File: src/rtl/mdu_iter.sv
// mdu_iter: iterative multiply/divide unit with HI/LO architectural registers.
// A single (WIDTH+1)-bit adder/subtractor is shared between shift-add multiply
// and restoring divide. Operation: one latch cycle, WIDTH step cycles,
// then one sign-fix cycle.
module mdu_iter #(
  parameter int WIDTH = 32,
  parameter int CNT_W = $clog2(WIDTH + 1)
) (
  input  logic             clk,
  input  logic             reset,
  input  logic             start,
  input  logic [1:0]       calc,
  input  logic [WIDTH-1:0] a,
  input  logic [WIDTH-1:0] b,
  input  logic             cancel,
  input  logic             hi_we,
  input  logic             lo_we,
  input  logic [WIDTH-1:0] wdata,
  output logic             busy,
  output logic             done,
  output logic             dz,
  output logic [WIDTH-1:0] hi,
  output logic [WIDTH-1:0] lo
);

  typedef enum logic [1:0] {
    IDLE = 2'd0,
    RUN  = 2'd1,
    FIX  = 2'd2
  } state_t;

  state_t           state_q, state_d;
  logic [CNT_W-1:0] cnt_q, cnt_d;
  logic [1:0]       calc_q, calc_d;
  // opnd holds the multiplicand (multiply) or the divisor (divide).
  logic [WIDTH-1:0] opnd_q, opnd_d;
  // acc holds the product upper half or the partial remainder.
  logic [WIDTH-1:0] acc_q, acc_d;
  // low holds the multiplier/product lower half or the dividend/quotient.
  logic [WIDTH-1:0] low_q, low_d;
  logic             sign_a_q, sign_a_d;
  logic             sign_b_q, sign_b_d;
  logic             zero_q, zero_d;
  logic [WIDTH-1:0] hi_q, hi_d;
  logic [WIDTH-1:0] lo_q, lo_d;
  logic             dz_q, dz_d;
  logic             busy_q, busy_d;
  logic             done_q, done_d;

  logic             a_neg, b_neg;
  logic [WIDTH-1:0] a_mag, b_mag;

  logic [WIDTH:0]     add_x, add_y, add_s;
  logic [2*WIDTH-1:0] prod_res;
  logic [WIDTH-1:0]   quot_res, rem_res;
  logic [WIDTH-1:0]   res_hi, res_lo;

  // Operand magnitudes and signs; signs only count for the signed ops.
  always_comb begin
    a_neg = calc[0] & a[WIDTH-1];
    b_neg = calc[0] & b[WIDTH-1];
    a_mag = a_neg ? -a : a;
    b_mag = b_neg ? -b : b;
  end

  // Shared adder: multiply adds the multiplicand when the multiplier LSB is
  // set; divide subtracts the divisor from the shifted partial remainder.
  always_comb begin
    if (calc_q[1]) begin
      add_x = {acc_q, low_q[WIDTH-1]};
      add_y = {1'b0, opnd_q};
    end else begin
      add_x = {1'b0, acc_q};
      add_y = low_q[0] ? {1'b0, opnd_q} : '0;
    end
    add_s = add_x + (calc_q[1] ? ~add_y : add_y) + {{WIDTH{1'b0}}, calc_q[1]};
  end

  // Sign correction of the raw magnitudes at the end of an operation. With a
  // zero divisor the remainder register has shifted in the whole dividend
  // magnitude, so the sign-corrected remainder reproduces a as given.
  always_comb begin
    prod_res = {acc_q, low_q};
    if (sign_a_q ^ sign_b_q) prod_res = -prod_res;
    quot_res = (sign_a_q ^ sign_b_q) ? -low_q : low_q;
    rem_res  = sign_a_q ? -acc_q : acc_q;
    if (calc_q[1]) begin
      res_hi = rem_res;
      res_lo = zero_q ? '1 : quot_res;
    end else begin
      res_hi = prod_res[2*WIDTH-1:WIDTH];
      res_lo = prod_res[WIDTH-1:0];
    end
  end

  // Next-state logic for the controller, datapath and architectural registers.
  always_comb begin
    state_d  = state_q;
    cnt_d    = cnt_q;
    calc_d   = calc_q;
    opnd_d   = opnd_q;
    acc_d    = acc_q;
    low_d    = low_q;
    sign_a_d = sign_a_q;
    sign_b_d = sign_b_q;
    zero_d   = zero_q;
    hi_d     = hi_q;
    lo_d     = lo_q;
    dz_d     = dz_q;
    done_d   = 1'b0;
    case (state_q)
      IDLE: begin
        if (hi_we) hi_d = wdata;
        if (lo_we) lo_d = wdata;
        if (start && !cancel) begin
          state_d  = RUN;
          cnt_d    = CNT_W'(WIDTH);
          calc_d   = calc;
          sign_a_d = a_neg;
          sign_b_d = b_neg;
          zero_d   = (b == '0);
          acc_d    = '0;
          if (calc[1]) begin
            opnd_d = b_mag;
            low_d  = a_mag;
          end else begin
            opnd_d = a_mag;
            low_d  = b_mag;
          end
        end
      end
      RUN: begin
        if (cancel) begin
          state_d = IDLE;
          cnt_d   = '0;
        end else begin
          if (calc_q[1]) begin
            acc_d = add_s[WIDTH] ? add_x[WIDTH-1:0] : add_s[WIDTH-1:0];
            low_d = {low_q[WIDTH-2:0], ~add_s[WIDTH]};
          end else begin
            acc_d = add_s[WIDTH:1];
            low_d = {add_s[0], low_q[WIDTH-1:1]};
          end
          cnt_d = cnt_q - CNT_W'(1);
          if (cnt_q == CNT_W'(1)) state_d = FIX;
        end
      end
      FIX: begin
        state_d = IDLE;
        if (!cancel) begin
          hi_d   = res_hi;
          lo_d   = res_lo;
          done_d = 1'b1;
          if (calc_q[1]) dz_d = zero_q;
        end
      end
      default: state_d = IDLE;
    endcase
    busy_d = (state_d != IDLE);
  end

  // State registers; reset forces IDLE and clears all visible state.
  always_ff @(posedge clk or negedge reset) begin
    if (!reset) begin
      state_q  <= IDLE;
      cnt_q    <= '0;
      calc_q   <= '0;
      opnd_q   <= '0;
      acc_q    <= '0;
      low_q    <= '0;
      sign_a_q <= 1'b0;
      sign_b_q <= 1'b0;
      zero_q   <= 1'b0;
      hi_q     <= '0;
      lo_q     <= '0;
      dz_q     <= 1'b0;
      busy_q   <= 1'b0;
      done_q   <= 1'b0;
    end else begin
      state_q  <= state_d;
      cnt_q    <= cnt_d;
      calc_q   <= calc_d;
      opnd_q   <= opnd_d;
      acc_q    <= acc_d;
      low_q    <= low_d;
      sign_a_q <= sign_a_d;
      sign_b_q <= sign_b_d;
      zero_q   <= zero_d;
      hi_q     <= hi_d;
      lo_q     <= lo_d;
      dz_q     <= dz_d;
      busy_q   <= busy_d;
      done_q   <= done_d;
    end
  end

  assign busy = busy_q;
  assign done = done_q;
  assign dz   = dz_q;
  assign hi   = hi_q;
  assign lo   = lo_q;

endmodule
File: config.mk
export PLATFORM = sky130hd
export DESIGN_NAME = mdu_iter
export DESIGN_NICKNAME = d
export VERILOG_FILES = /design/src/rtl/mdu_iter.sv
export SDC_FILE = /design/constraint.sdc
export NUM_CORES = 1
export LEC_CHECK = 0
export CORE_MARGIN = 4
export CORE_UTILIZATION = 27
export CTS_BUF_LIST = sky130_fd_sc_hd__clkbuf_8 sky130_fd_sc_hd__clkbuf_16
export DETAILED_ROUTE_END_ITERATION = 6
export PLACE_DENSITY = 0.51
export SYNTH_ARGS = -nofsm -noshare
export SYNTH_HDL_FRONTEND = slang
export SYNTH_SLANG_ARGS = --single-unit
File: constraint.sdc
create_clock -name clk -period 4.98 [get_ports clk]
set_input_delay 0.498 -clock clk [delete_from_list [all_inputs] [get_ports clk]]
set_output_delay 0.498 -clock clk [all_outputs]
set_load 0.01 [all_outputs]
==> impl_summary.txt <==
----------------------------------------------------
[Die]
  Full die area ... 0.0571 mm²
  Area of the core ... 0.0528 mm²
  Effective utilization at floorplan ... 27.3%
  Die span in y ... 239 µm
  Site row count ... 84
  DIE WIDTH ... 239 µm
  Ports placed on the boundary ... 171

[Power and ir drop]
  Sequential cell fraction of total power ... 27.8%
  Comb power frac ... 57.7%
  Power share of the clock group ... 14.5%
  Worst supply voltage drop on vdd ... 0.269 mV
  Psw ... 4.88 mW
  Leakage power ... 6.94 nW
  Sw Ratio ... 50.1%
  Internal power of the cells ... 4.85 mW
  PD cells ... 561 mW/mm²

[Synthesis]
  Number of distinct library cell variants in the gate-level netlist after synthesis ... 71
  Nets in the synthesized netlist ... 2009
  Dominant register cell in the synthesized netlist ... dfrtp_1
  Post-Syn Area per Cell ... 7.72 µm²
  Share of synthesized flip-flops with an asynchronous set or reset ... 100%
  Number of enable flip-flop cells after synthesis ... 0
  Netlist area before placement ... 0.0144 mm²
  Cells after Synth ... 1867
  Sequential area share after synthesis ... 30.4%
  Synth warn ... 0
  Synthesized flop and latch total ... 175

[Setup path]
  Worst Setup Path Type ... flip-flop to flip-flop
  Buffers and inverters on the worst path ... 2
  Launch point of the worst reg-to-reg path ... calc_q[1]
  Kind of cell with the highest combined delay on the critical path ... compound AO/OA/AOI/OAI gates
  FF-to-FF setup slack ... 0.34 ns
  Worst-path maximum fanout ... 22
  Stage delay of the slowest cell on the critical path ... 0.62 ns
  Number of cells on the worst reg-to-reg path ... 12
  Cell Chain, Critical Path ... inv_1, o21ai_0, fa_1, a211oi_1, o211ai_1, a311oi_1, nand2_1, a31oi_1, xnor2_2, buf_4, mux2i_1, a221oi_1
  Required @ worst endpoint ... 5.25 ns
  Max stage delay cell, worst path ... inv_1
  Reg-to-Reg End ... acc_q[19]
  Type of origin of the critical path ... flip-flop
  Nature of the critical path endpoint ... flip-flop
  Data arrival, critical path ... 4.92 ns

[Clock tree]
  Total number of H-tree levels ... 4
  Number of gates resized after cts ... 0
  CTS Sinks ... 175
  Clock tree from TritonCTS ... done
  Post-CTS Hold Fix Bufs ... 0
  Number of buffers on the longest clock path ... 2
  Clock tree root driver cell ... clkbuf_16
  Number of buffers added for setup after CTS ... 0
  Clk slew on worst S/H paths ... 0.08 ns
  Clock latency of the later-clocked register in the worst-skew pair ... 0.46 ns
  Number of buffers added by the clock tree synthesis step ... 17

[Finish]
  Commonest cells after routing, fill and taps aside ... nand2_1, o21ai_0, a21oi_1, dfrtp_1, clkdlybuf4s50_1
  Final core utilization ... 32.9%
  Fin nets ... 2091
  Total area of multi-input combinational cells ... 0.00938 mm²
  Inserted Diodes ... 0
  Area used by sequential logic in the layout ... 0.00438 mm²
  Filler instances ... 5614
  P&R area growth vs syn ... 20.4%
  Ratio of cells with drive above 1 in the final layout ... 7.08%

[Place]
  HPWL after detailed placement ... 44.4 mm
  Routability cong. ... 0.916
  Count of input and output buffers ... 170
  Worst Setup Slack post-DPL ... 0.412 ns

[Min path]
  Type of the tightest min-delay check ... primary input to async pin

[Global routing]
  Met2 GRT Util ... 28.9%
  Global-route wire length before repair ... 84.8 mm
  GRT Residual Overflow ... 0
  Global Route met1 Usage ... 28.1%
  Largest net degree at the start of global routing ... 100
  Most used routing layer ... met2
  Met3 routing resource usage after global routing ... 3.07%
  Number of global-route vias before repair ... 13600
  Overall fraction of global-route tracks in use ... 19.0%
  Initial antenna violation count ... 0

[Timing]
  Final count of pins violating max slew ... 0
  Post-Route Skew ... 0.0160 ns
  Worst slew pin tran ... 1.20 ns
  Worst Setup Slack, final ... 0.339 ns
  Setup TNS ... 0 ns
  Hold violation total from the final report ... 0
  RSZ-0062 raised after global routing ... no
  Post-route worst hold slack ... 0.0778 ns
  Fraction of the cycle the final worst path needs ... 93.2%
  Timing-limited maximum frequency ... 0.215 GHz
  Setup Viol. Count Final ... 0
  Remaining max-slew budget at the tightest pin ... 20.0%
  Post-layout minimum cycle time ... 4.64 ns

[Drt]
  Via count normalized by instance count ... 5.45
  Post-detailed-route wirelength per cell ... 21.2 µm
  First-pass detailed-route iteration total ... 7
  Number of vias in the routed layout ... 14400
  Drt total wl ... 56.2 mm
  Number of DRC violations after detailed-routing iteration 0 ... 1243
  Antenna Nets Post-Route ... 0
  Count of unresolved DRC violations after routing ... 0

[Outcome]
  Result of the run ... complete, no violations

[Run]
  Max Cap Violations ... 0

----------------------------------------------------
[cells in the mapped netlist (all sizes together) (37+ instances only)]
cell type / instances / area share [%]
o22ai: 42 / 1.8
o21ai: 244 / 8.5
clkbuf: 129 / 3.4
xnor2: 89 / 5.4
nand2: 238 / 6.2
mux2: 44 / 3.4
ha: 37 / 3.2
xor2: 66 / 4.0
dfrtp: 175 / 30
a21oi: 175 / 6.1
mux2i: 52 / 3.6
nor2: 149 / 3.9
[sequential cells by signal, indices dropped and copies added (netlist names), 2 cells and up]
name,cells
acc_q,32
low_q,32
hi,32
state_q,2
opnd_q,32
cnt_q,6
lo,32
[worst max path at each step]
stage	from	end	slack, ns	cells after the start
floorplan	calc_q[1]	low_q[0]	0.17	16
CTS	calc_q[1]	acc_q[24]	0.39	11
global placement	calc_q[1]	acc_q[19]	0.47	12
finish	calc_q[1]	acc_q[19]	0.34	12
global route	calc_q[1]	acc_q[19]	0.08	13
detailed placement	calc_q[1]	acc_q[24]	0.41	11
[per-layer routing]
layer | wire (µm) | up-vias | share of wire [%]
met5 | 6 | - | 0.011
met1 | 27200 | 6885 | 48
met3 | 3630 | 45 | 6.5
met2 | 24300 | 534 | 43
met4 | 1120 | 2 | 2.0
li1 | - | 6966 | -
[power groups by stage]
stage,Sequential (mW),Combinational [mW],Clock [mW]
after floorplan,2.24,3.95,0
after global placement,2.70,5.51,0
after detailed placement,2.71,5.53,0
after CTS,2.68,5.55,1.43
after global routing,2.77,6.17,1.48
final,2.71,5.62,1.41
[cell type report]
type	count	area share (%)
sequential	175	25.2
clock buffer	17	2.45
timing repair buffer	208	11.6
clock inverter	15	0.966
inverter	36	0.778
tap	688	4.96
multi-input combinational	1511	54.0
[logic make-up after synthesis]
logic type      Yosys count  synth area share, %
compound gates          649                 26.8
xor+xnor                155                 9.42
fa+ha+maj                38                 3.35
buf+inv                 181                 4.84
flops                   175                 30.4
mux                      96                 7.05
simple gates            573                 18.2
[worst reg2reg max path: cells and delay by family (launching register included)]
family	cells	cell delay (ns)
flip-flops	1	0.60
XOR/XNOR	1	0.41
AND/OR/NAND/NOR	1	0.14
buffers and inverters	2	0.96
multiplexers	1	0.21
AO/OA/AOI/OAI	6	1.62
adder cells (fa/ha/maj)	1	0.51
[per-stage QoR]
| stage | cell area, µm² | instances | total power, mW |
|---|---|---|---|
| 6_report | 17400 | 2650 | 9.73 |
| 3_5_place_dp | 16800 | 2618 | 8.24 |
| 4_1_cts | 17400 | 2650 | 9.66 |
| 5_1_grt | 17400 | 2650 | 10.4 |
| 2_1_floorplan | 14400 | 1867 | 6.19 |
| 3_3_place_gp | 16800 | 2618 | 8.21 |
Note: power is estimated with default switching activity, not from simulation.
